**config.mk**
```make
export PLATFORM = sky130hd
export DESIGN_NAME = dma8085
export DESIGN_NICKNAME = d
export VERILOG_FILES = /design/src/rtl/dma8085_pkg.sv /design/src/rtl/dma8085_cycle.sv /design/src/rtl/dma8085.sv
export SDC_FILE = /design/constraint.sdc
export NUM_CORES = 1
export LEC_CHECK = 0
export ABC_AREA = 1
export CAP_MARGIN = 20
export CORE_MARGIN = 3
export CORE_UTILIZATION = 25
export CTS_CLUSTER_SIZE = 16
export DETAILED_ROUTE_END_ITERATION = 16
export SLEW_MARGIN = 20
export SYNTH_ARGS = -nofsm -noshare
export SYNTH_HDL_FRONTEND = slang
export SYNTH_SLANG_ARGS = --single-unit
export TNS_END_PERCENT = 30
```
**constraint.sdc**
```tcl
create_clock -name CLK -period 2.4 [get_ports CLK]
set_clock_uncertainty 0.05 [all_clocks]
set_input_delay 0.72 -clock CLK [delete_from_list [all_inputs] [get_ports CLK]]
set_output_delay 0.72 -clock CLK [all_outputs]
set_load 0.01 [all_outputs]
```
**src/rtl/dma8085_pkg.sv**
```systemverilog
// Shared types and bus constants for the dma8085 block-copy master.
// Exports the top-level phase, the T-state engine states and the combined debug state.
package dma8085_pkg;

    typedef enum logic [3:0] {
        S_IDLE, S_REQ, S_RT1, S_RT2, S_RTW, S_RT3,
        S_WT1, S_WT2, S_WTW, S_WT3, S_REL
    } state_t;

    typedef enum logic [2:0] {P_IDLE, P_REQ, P_RD, P_WR, P_REL} phase_t;

    typedef enum logic [2:0] {C_IDLE, C_T1, C_T2, C_TW, C_T3} tstate_t;

    localparam logic [1:0] MEM_RD   = 2'b10;
    localparam logic [1:0] MEM_WR   = 2'b01;
    localparam logic [1:0] BUS_IDLE = 2'b00;

    localparam logic IDLE_ALE   = 1'b0;
    localparam logic IDLE_RD_N  = 1'b1;
    localparam logic IDLE_WR_N  = 1'b1;
    localparam logic IDLE_IOM_N = 1'b1;

    // Folds the sequencing phase and the engine T-state into one observable state.
    function automatic state_t dbg_state(input phase_t p, input tstate_t t);
        state_t s;
        s = S_IDLE;
        case (p)
            P_REQ: s = S_REQ;
            P_REL: s = S_REL;
            P_RD: begin
                case (t)
                    C_T1:    s = S_RT1;
                    C_T2:    s = S_RT2;
                    C_TW:    s = S_RTW;
                    C_T3:    s = S_RT3;
                    default: s = S_IDLE;
                endcase
            end
            P_WR: begin
                case (t)
                    C_T1:    s = S_WT1;
                    C_T2:    s = S_WT2;
                    C_TW:    s = S_WTW;
                    C_T3:    s = S_WT3;
                    default: s = S_IDLE;
                endcase
            end
            default: s = S_IDLE;
        endcase
        return s;
    endfunction

endpackage

```
**src/rtl/dma8085_cycle.sv**
```systemverilog
// Single 8085 memory machine-cycle engine (T1/T2/TW/T3); all bus outputs registered.
// Asserting i_go while in T3 chains the next cycle straight into T1.
module dma8085_cycle
    import dma8085_pkg::*;
(
    input  logic        i_clk,
    input  logic        i_rst_n,
    input  logic        i_go,
    input  logic        i_wr,
    input  logic        i_abort,
    input  logic [15:0] i_addr,
    input  logic [7:0]  i_wdata,
    input  logic        i_ready,
    input  logic [7:0]  i_ad_in,
    output logic [7:0]  o_rdata,
    output logic        o_done,
    output tstate_t     o_tstate,
    output logic        o_bus_en,
    output logic [7:0]  o_addr_hi,
    output logic [7:0]  o_ad_out,
    output logic        o_ad_oe,
    output logic        o_ale,
    output logic        o_rd_n,
    output logic        o_wr_n,
    output logic        o_iom_n,
    output logic [1:0]  o_s1s0
);

    tstate_t     r_state;
    tstate_t     w_next;
    logic        r_wr;
    logic        w_wr;
    logic [7:0]  r_rdata;
    logic        r_bus_en;
    logic [7:0]  r_addr_hi;
    logic [7:0]  r_ad_out;
    logic        r_ad_oe;
    logic        r_ale;
    logic        r_rd_n;
    logic        r_wr_n;
    logic        r_iom_n;
    logic [1:0]  r_s1s0;

    always_comb begin
        w_next = r_state;
        case (r_state)
            C_IDLE:      if (i_go) w_next = C_T1;
            C_T1:        w_next = C_T2;
            C_T2, C_TW:  w_next = i_ready ? C_T3 : C_TW;
            C_T3:        w_next = i_go ? C_T1 : C_IDLE;
            default:     w_next = C_IDLE;
        endcase
        if (i_abort) w_next = C_IDLE;
    end

    assign w_wr = (w_next == C_T1) ? i_wr : r_wr;

    always_ff @(posedge i_clk or negedge i_rst_n) begin
        if (!i_rst_n) begin
            r_state <= C_IDLE;
            r_wr    <= 1'b0;
            r_rdata <= 8'h00;
        end else begin
            r_state <= w_next;
            r_wr    <= w_wr;
            if (r_state == C_T3 && !r_wr) r_rdata <= i_ad_in;
        end
    end

    // Outputs are decoded from the next state so they line up with the state register.
    always_ff @(posedge i_clk or negedge i_rst_n) begin
        if (!i_rst_n) begin
            r_bus_en  <= 1'b0;
            r_addr_hi <= 8'h00;
            r_ad_out  <= 8'h00;
            r_ad_oe   <= 1'b0;
            r_ale     <= IDLE_ALE;
            r_rd_n    <= IDLE_RD_N;
            r_wr_n    <= IDLE_WR_N;
            r_iom_n   <= IDLE_IOM_N;
            r_s1s0    <= BUS_IDLE;
        end else begin
            case (w_next)
                C_T1: begin
                    r_bus_en  <= 1'b1;
                    r_ale     <= 1'b1;
                    r_addr_hi <= i_addr[15:8];
                    r_ad_out  <= i_addr[7:0];
                    r_ad_oe   <= 1'b1;
                    r_rd_n    <= 1'b1;
                    r_wr_n    <= 1'b1;
                    r_iom_n   <= 1'b0;
                    r_s1s0    <= w_wr ? MEM_WR : MEM_RD;
                end
                C_T2, C_TW, C_T3: begin
                    r_bus_en <= 1'b1;
                    r_ale    <= 1'b0;
                    r_iom_n  <= 1'b0;
                    if (w_wr) begin
                        r_wr_n   <= 1'b0;
                        r_rd_n   <= 1'b1;
                        r_ad_oe  <= 1'b1;
                        r_ad_out <= i_wdata;
                    end else begin
                        r_rd_n  <= 1'b0;
                        r_wr_n  <= 1'b1;
                        r_ad_oe <= 1'b0;
                    end
                end
                default: begin
                    r_bus_en <= 1'b0;
                    r_ad_oe  <= 1'b0;
                    r_ale    <= IDLE_ALE;
                    r_rd_n   <= IDLE_RD_N;
                    r_wr_n   <= IDLE_WR_N;
                    r_iom_n  <= IDLE_IOM_N;
                    r_s1s0   <= BUS_IDLE;
                end
            endcase
        end
    end

    assign o_rdata   = r_rdata;
    assign o_done    = (r_state == C_T3);
    assign o_tstate  = r_state;
    assign o_bus_en  = r_bus_en;
    assign o_addr_hi = r_addr_hi;
    assign o_ad_out  = r_ad_out;
    assign o_ad_oe   = r_ad_oe;
    assign o_ale     = r_ale;
    assign o_rd_n    = r_rd_n;
    assign o_wr_n    = r_wr_n;
    assign o_iom_n   = r_iom_n;
    assign o_s1s0    = r_s1s0;

endmodule

```
**src/rtl/dma8085.sv**
```systemverilog
// Memory-to-memory block-copy bus master for the my8085 bus.
// Owns HOLD/HLDA sequencing, address/count registers and abort on lost grant.
module dma8085
    import dma8085_pkg::*;
(
    input  logic        CLK,
    input  logic        RST_,
    input  logic        START,
    input  logic [15:0] SRC_ADDR,
    input  logic [15:0] DST_ADDR,
    input  logic [15:0] LEN,
    output logic        BUSY,
    output logic        DONE,
    output logic        ERR,
    output logic        HOLD,
    input  logic        HLDA,
    output logic        BUS_EN,
    output logic [7:0]  ADDR,
    output logic [7:0]  AD_OUT,
    output logic        AD_OE,
    input  logic [7:0]  AD_IN,
    output logic        ALE,
    output logic        RD_,
    output logic        WR_,
    output logic        IOM_,
    output logic        S1,
    output logic        S0,
    input  logic        READY,
    output state_t      DBG_STATE
);

    phase_t      r_phase;
    phase_t      w_phase;
    logic [15:0] r_src;
    logic [15:0] r_dst;
    logic [15:0] r_cnt;
    logic        r_hold;
    logic        r_busy;
    logic        r_done;
    logic        r_err;
    logic        w_abort;
    logic        w_go;
    logic        w_wr;
    logic [15:0] w_addr;
    logic        w_cyc_done;
    logic [7:0]  w_rdata;
    tstate_t     w_tstate;
    logic [1:0]  w_s1s0;

    assign w_abort = (r_phase == P_RD || r_phase == P_WR) && !HLDA;

    always_comb begin
        w_phase = r_phase;
        w_go    = 1'b0;
        w_wr    = 1'b0;
        w_addr  = r_src;
        case (r_phase)
            P_IDLE: if (START && LEN != 16'h0000) w_phase = P_REQ;
            P_REQ: begin
                if (HLDA) begin
                    w_phase = P_RD;
                    w_go    = 1'b1;
                end
            end
            P_RD: begin
                if (w_abort) begin
                    w_phase = P_IDLE;
                end else if (w_cyc_done) begin
                    w_phase = P_WR;
                    w_go    = 1'b1;
                    w_wr    = 1'b1;
                    w_addr  = r_dst;
                end
            end
            P_WR: begin
                if (w_abort) begin
                    w_phase = P_IDLE;
                end else if (w_cyc_done) begin
                    if (r_cnt == 16'h0001) begin
                        w_phase = P_REL;
                    end else begin
                        w_phase = P_RD;
                        w_go    = 1'b1;
                        w_addr  = r_src + 16'h0001;
                    end
                end
            end
            P_REL:   if (!HLDA) w_phase = P_IDLE;
            default: w_phase = P_IDLE;
        endcase
    end

    always_ff @(posedge CLK or negedge RST_) begin
        if (!RST_) begin
            r_phase <= P_IDLE;
            r_src   <= 16'h0000;
            r_dst   <= 16'h0000;
            r_cnt   <= 16'h0000;
            r_hold  <= 1'b0;
            r_busy  <= 1'b0;
            r_done  <= 1'b0;
            r_err   <= 1'b0;
        end else begin
            r_phase <= w_phase;
            r_done  <= 1'b0;
            r_err   <= 1'b0;
            case (r_phase)
                P_IDLE: begin
                    if (START) begin
                        if (LEN != 16'h0000) begin
                            r_src  <= SRC_ADDR;
                            r_dst  <= DST_ADDR;
                            r_cnt  <= LEN;
                            r_busy <= 1'b1;
                            r_hold <= 1'b1;
                        end else begin
                            r_done <= 1'b1;
                        end
                    end
                end
                P_RD, P_WR: begin
                    if (w_abort) begin
                        r_hold <= 1'b0;
                        r_busy <= 1'b0;
                        r_err  <= 1'b1;
                    end else if (r_phase == P_WR && w_cyc_done) begin
                        // Addresses wrap modulo 2^16 by plain 16-bit overflow.
                        r_src <= r_src + 16'h0001;
                        r_dst <= r_dst + 16'h0001;
                        r_cnt <= r_cnt - 16'h0001;
                        if (r_cnt == 16'h0001) r_hold <= 1'b0;
                    end
                end
                P_REL: begin
                    if (!HLDA) begin
                        r_busy <= 1'b0;
                        r_done <= 1'b1;
                    end
                end
                default: ;
            endcase
        end
    end

    dma8085_cycle u_cycle (
        .i_clk     (CLK),
        .i_rst_n   (RST_),
        .i_go      (w_go),
        .i_wr      (w_wr),
        .i_abort   (w_abort),
        .i_addr    (w_addr),
        .i_wdata   (w_rdata),
        .i_ready   (READY),
        .i_ad_in   (AD_IN),
        .o_rdata   (w_rdata),
        .o_done    (w_cyc_done),
        .o_tstate  (w_tstate),
        .o_bus_en  (BUS_EN),
        .o_addr_hi (ADDR),
        .o_ad_out  (AD_OUT),
        .o_ad_oe   (AD_OE),
        .o_ale     (ALE),
        .o_rd_n    (RD_),
        .o_wr_n    (WR_),
        .o_iom_n   (IOM_),
        .o_s1s0    (w_s1s0)
    );

    assign S1        = w_s1s0[1];
    assign S0        = w_s1s0[0];
    assign HOLD      = r_hold;
    assign BUSY      = r_busy;
    assign DONE      = r_done;
    assign ERR       = r_err;
    assign DBG_STATE = dbg_state(r_phase, w_tstate);

endmodule
```
# ---- Yosys cells after proc, flatten, opt, wreduce, memory -nomap -nowiden
# Cells that the tools add are included.
dict set report classes {
  addsub 3
  muxes 74
  reduce_logical 22
  n_eq_ne 26
}
# operator count
set op_table {}
lappend op_table {{16-bit 2-to-1 mux} 17}
lappend op_table {{16-bit case mux with 2 select lines} 4}
lappend op_table {{3-bit 2-to-1 mux} 11}
lappend op_table {{16-bit by 1-bit adder with 16-bit output (second input constant)} 2}
lappend op_table {{4-bit case mux with 4 select lines} 2}
lappend op_table {{1-bit 2-to-1 mux} 28}
lappend op_table {{3-bit case mux with 4 select lines} 2}
lappend op_table {{5-bit AND reduction} 4}
lappend op_table {{3-bit by 2-bit equality test with 1-bit output (second input constant)} 6}
lappend op_table {{16-bit by 1-bit equality test with 1-bit output (second input constant)} 1}
lappend op_table {{8-bit case mux with 2 select lines} 1}
lappend op_table {{16-bit nonzero test} 1}
lappend op_table {{16-bit by 1-bit subtractor with 16-bit output (second input constant)} 1}
lappend op_table {{3-bit case mux with 5 select lines} 1}
lappend op_table {{2-bit inequality test (second input constant)} 7}
lappend op_table {{3-bit by 2-bit inequality test with 1-bit output (second input constant)} 4}
lappend op_table {{3-bit by 1-bit equality test with 1-bit output (second input constant)} 3}
lappend op_table {{3-bit equality test (second input constant)} 3}
lappend op_table {{8-bit 2-to-1 mux} 1}
lappend op_table {{3-bit zero test} 2}
lappend op_table {{1-bit case mux with 2 select lines} 3}
lappend op_table {{1-bit case mux with 3 select lines} 2}
lappend op_table {{1-bit logical AND} 4}
lappend op_table {{2-bit by 1-bit inequality test with 1-bit output (second input constant)} 2}
lappend op_table {{10 further kinds} 13}
dict set report word_totals {
  wordCells 145
  out_inout_bits 32
  inputBits 61
  register_bits 91
}

# ---- Longest topological paths before layout
dict set report depth {
  ltp_word 12
  depth_mapped 13
  depth_no_buf 12
}

# ---- By module
# A second synthesis with hierarchy kept.
dict set report hier_totals {
  hier_cells 925
  hier_area_um2 6125.9
}
# module seq_area_each_um2 cells_per_inst instances area_per_inst_um2
set modules_own_cells {}
lappend modules_own_cells {dma8085 1376.3 752 1 4584.4}
lappend modules_own_cells {dma8085_cycle 904.6 173 1 1541.5}

# ---- Worst setup path before layout
# OpenSTA, ideal clock, no wires.
dict set report synth_path {
  kind {register -> output}
  from {reg r_phase[2]}
  to {out DBG_STATE[0]}
  t_arrival_ns 1.303
  required_time_ns 1.630
  path_buffers 2
  slack_ns 0.327
  path_stages_with_launch 8
  path_cell_list {dfrtp_1 inv_2 nand2_2 inv_2 buf_2 buf_1 a21oi_1 inv_1}
}
dict set report synth_via {
  elab_chain_cells 2
  word_cells_on_any_way 5
  cone_classes {4 x eq/ne; 1 x mux}
}
# item line_no
set synth_lines {}
lappend synth_lines {{start, declared} dma8085.sv:32} ;# phase_t r_phase;
lappend synth_lines {{start signal, assigned} dma8085.sv:104} ;# r_phase <= w_phase;
lappend synth_lines {{3-bit by 2-bit equality test with 1-bit output (tied with other cells)} dma8085_pkg.sv:27} ;# case (p)
lappend synth_lines {{4-bit case mux with 4 select lines (*)} dma8085_pkg.sv:27}
lappend synth_lines {{end, declared} dma8085.sv:29} ;# output state_t DBG_STATE
# Every way passes the cells marked *; elsewhere a longest branch is shown, timed or not.

# ---- Final worst setup path
dict set report layout_path {
  from {reg u_cycle.r_state[1], in the netlist u_cycle.o_tstate[1]}
  to {out DBG_STATE[3]}
}
dict set report layout_via {
  elab_chain_cells 3
  word_cells_on_any_way 6
  cone_classes {4 x eq/ne; 2 x mux}
}
# item line_no
set layout_lines {}
lappend layout_lines {{start, declared} dma8085_cycle.sv:29} ;# tstate_t r_state;
lappend layout_lines {{start signal, assigned} dma8085_cycle.sv:64} ;# r_state <= w_next;
lappend layout_lines {{3-bit equality test (tied with other cells)} dma8085_pkg.sv:40} ;# case (t)
lappend layout_lines {{4-bit case mux with 4 select lines (*)} dma8085_pkg.sv:40}
lappend layout_lines {{4-bit case mux with 4 select lines (*)} dma8085_pkg.sv:27}
# Marked as above.

==> flow_summary.toml <==
[global_routing]
grt_pass1_wl_mm = 28.5
grt_pass1_vias = 5475
grt_max_degree = 92
antenna_found_initial = 0
grt_overflow = 0
grt.total_usage_pct = 14.6

[power]
seqPwrFrac_pct = 30.9
switching_share_pct = 43.7
switchingPower_mw = 4.18
ir_worst_vdd_mv = 0.450
p_total_mw = 9.56
leakage_nw = 3.41
p_per_area_nw_per_um2 = 1270
p_int_mw = 5.38
power_frac_clock_pct = 18.1
p_comb_share_pct = 50.9

[yosys]
yosys.area_share.simple_pct = 33.3
synth-xor-area-share_pct = 2.51
synth_cells = 801
syn-cell-area_um2 = 5580
yosys.area_share.adder_pct = 0.897
synth_area_per_cell_um2 = 6.96
synth_cell_types = 39
synth_top_family_by_area = "simple AND/OR/NAND/NOR gates"
synth_nets = 866
ys_warn_count = 0
synth_seq_area_share_pct = 40.9
synthMuxAreaShare_pct = 0.606
synth-compound-area-share_pct = 14.4
yosys_register_bits = 91

[cts]
cts-buffers-inserted = 9
postCtsHoldBufs = 0
clockBufferDepth = 2
clockRootBuffer = "clkbuf_16"
cts_tree = "yes"
clk_latency_ns = 0.35
clock-sinks = 91
htree_levels = 3
path_clk_slew_ns = 0.07

[sta]
worst_hold_slack_ns = 0.371
hold_viol = 0
max_freq_mhz = 434
min_period_over_period_pct = 96.1
worstMarginPinSlew_ns = 0.638
slew_headroom_pct = 57.5
period_needed_ns = 2.31
final-setup-viol-count = 0
slew_viol_final = 0

[route]
met1_length_mm = 8.34
dr.pass1.iters = 6
wl_per_cell_um = 14.7
drc = 0
postRouteAntennaNets = 0
wirelength_mm = 17.8
dr_wl_met3_mm = 1.11
vias = 5737
dr.max_layer_used = "met4"
wl_met2_mm = 8.10
viasPerCell = 4.72
drt_iter0_drc = 573

[final_layout]
nets = 995
area_growth_pct = 35.2
finish.utilization_pct = 34.5
post-route-cell-area_um2 = 7540
layout-drive-gt1-share_pct = 11.6
final_cells = 1215
fill_cells = 2359
antennaDiodeCount = 0

[setup_path]
arrival_ns = 1.54
crit_required_ns = 1.63
cp_max_fo = 3
critical_path_class = "reg2out"
endpoint_kind = "output pin"
cp-start-kind = "register"

[die]
initial_core_util_pct = 25.5
die_h_um = 155
die_area_um2 = 24100
fp.dieW_um = 155
row_count = 54
placeableCoreArea_um2 = 21900
io_pins = 93

[status]
run_status = "completed"

[placed_design]
hpwlAfterDp_mm = 13.2
place_inst = 1196
place.gp.congestion = 0.922
placed_cell_area_um2 = 7150
io_buffers = 92

[worst_hold_path]
hold_path_class = "in2async"

[job]
drv_cap = 0
[layout by cell type, fill, tap and decap left out, types with 4 or more instances in the layout]
cell	Yosys	layout
inv_1	57	57
o21ai_1	46	49
a31oi_1	4	4
bufinv_16	0	4
buf_12	0	5
clkbuf_16	0	9
xor2_1	9	9
xnor2_1	7	7
nor3_1	10	10
a21oi_1	29	28
ha_1	4	4
inv_2	9	9
o31ai_1	5	5
nand3_1	61	61
buf_4	4	50
nor2_2	4	5
o211ai_1	11	11
or2_2	4	4
clkdlybuf4s50_1	0	87
nand4_1	18	18
dfrtp_1	88	88
o21ai_0	42	39
nand2_1	222	222
nor2_1	114	113
[through the flow]
step / setup slack, ns / TNS, ns
after floorplan: 0.327 / 0
after global placement: -0.0994 / -1.70
after detailed placement: -0.132 / -2.95
after CTS: -0.00324 / -0.00324
after global routing: -0.0106 / -0.0142
final: 0.0942 / 0
[final cells by class]
| class | count | area [um^2] | area share [%] |
|---|---|---|---|
| repair buffers | 147 | 1400 | 18.5 |
| multi-input cells | 613 | 2900 | 38.4 |
| inverters | 68 | 255 | 3.38 |
| clock inverters | 5 | 125 | 1.66 |
| well taps | 280 | 350 | 4.64 |
| flip-flops and latches | 91 | 2280 | 30.2 |
| clock buffers | 11 | 233 | 3.09 |
[synth_stat cells, drive strengths merged]
library cell  number  area (um^2)
a211oi             1         7.51
a21boi             1         7.51
a21o               1         7.51
a21oi             30          154
a31oi              4         25.0
buf               20          120
clkbuf             9         33.8
clkinv             2         7.51
dfrtp             88         2200
dfstp              3         78.8
ha                 4         50.1
inv               66          248
mux2               3         33.8
nand2            226          863
nand3             64          335
nand3b             1         7.51
nand4             18          113
nor2             118          453
nor3              10         50.1
nor4               2         12.5
o211ai            11         82.6
o21ai             89          449
o21bai             2         15.0
o22ai              3         18.8
o31ai              5         37.5
or2                4         25.0
xnor2              7         61.3
xor2               9         78.8
[path summary, 6_finish.rpt]
kind | start | endpoint | slack [ns] | depth (start not counted)
worst min register to register | u_cycle.o_s1s0[0]$_DFFE_PN0N_ | u_cycle.o_s1s0[0]$_DFFE_PN0N_ | 0.42 | 2
worst max-delay path | u_cycle.o_tstate[1]$_DFF_PN0_ | DBG_STATE[3] | 0.09 | 6
worst max register to register | r_phase[2]$_DFFE_PN0P_ | r_dst[7]$_DFFE_PN0P_ | 0.22 | 13
worst min-delay path | RST_ | u_cycle.o_ale$_DFF_PN0_ | 0.37 | 2
max in group asynchronous | RST_ | r_dst[7]$_DFFE_PN0P_ | 1.56 | 2
min in group CLK | u_cycle.o_s1s0[0]$_DFFE_PN0N_ | u_cycle.o_s1s0[0]$_DFFE_PN0N_ | 0.42 | 2
[worst max-delay path: stages, from the launching register on]
cell and delay, ns:
dfrtp_1 0.36, inv_1 0.09, nand2_1 0.09, nor2_2 0.17, a21oi_2 0.06, o21ai_1 0.15
clkdlybuf4s15_1 0.27
[flip-flops by register name, indices dropped and copies added, names as in the netlist, 2 cells and up]
signal,flops
u_cycle.o_addr_hi,8
r_phase,3
u_cycle.o_s1s0,2
r_cnt,16
u_cycle.o_tstate,3
u_cycle.o_rdata,8
u_cycle.o_ad_out,8
r_dst,16
r_src,16
[power groups by stage]
| stage | combinational [mW] | sequential (mW) | clock [mW] |
|---|---|---|---|
| detailed placement | 4.82 | 2.96 | 0 |
| floorplan | 3.05 | 2.85 | 0 |
| CTS | 4.85 | 2.95 | 1.77 |
| finish | 4.87 | 2.96 | 1.74 |
| global route | 5.49 | 3.06 | 1.82 |
| global placement | 4.74 | 2.97 | 0 |
[logic make-up after synthesis]
logic type / after synthesis
compound gates: 147
xor+xnor: 16
fa+ha+maj: 4
buf+inv: 97
flops: 91
mux: 3
simple gates: 443
[routing by layer]
layer / track usage (%) / vias to the layer above
met5: 0 / -
met4: 3.83 / 0
met3: 3.09 / 20
met2: 22.5 / 195
met1: 20.9 / 2634
li1: - / 2888
[repair_timing]
| action | 4_1_cts | 5_1_grt |
|---|---|---|
| endpoints found under the setup margin | 4 | 24 |
| pin swaps | 0 | 1 |
| setup buffers | 1 | 2 |
| resized for setup | 9 | 11 |
(Power assumes the default switching activity.)
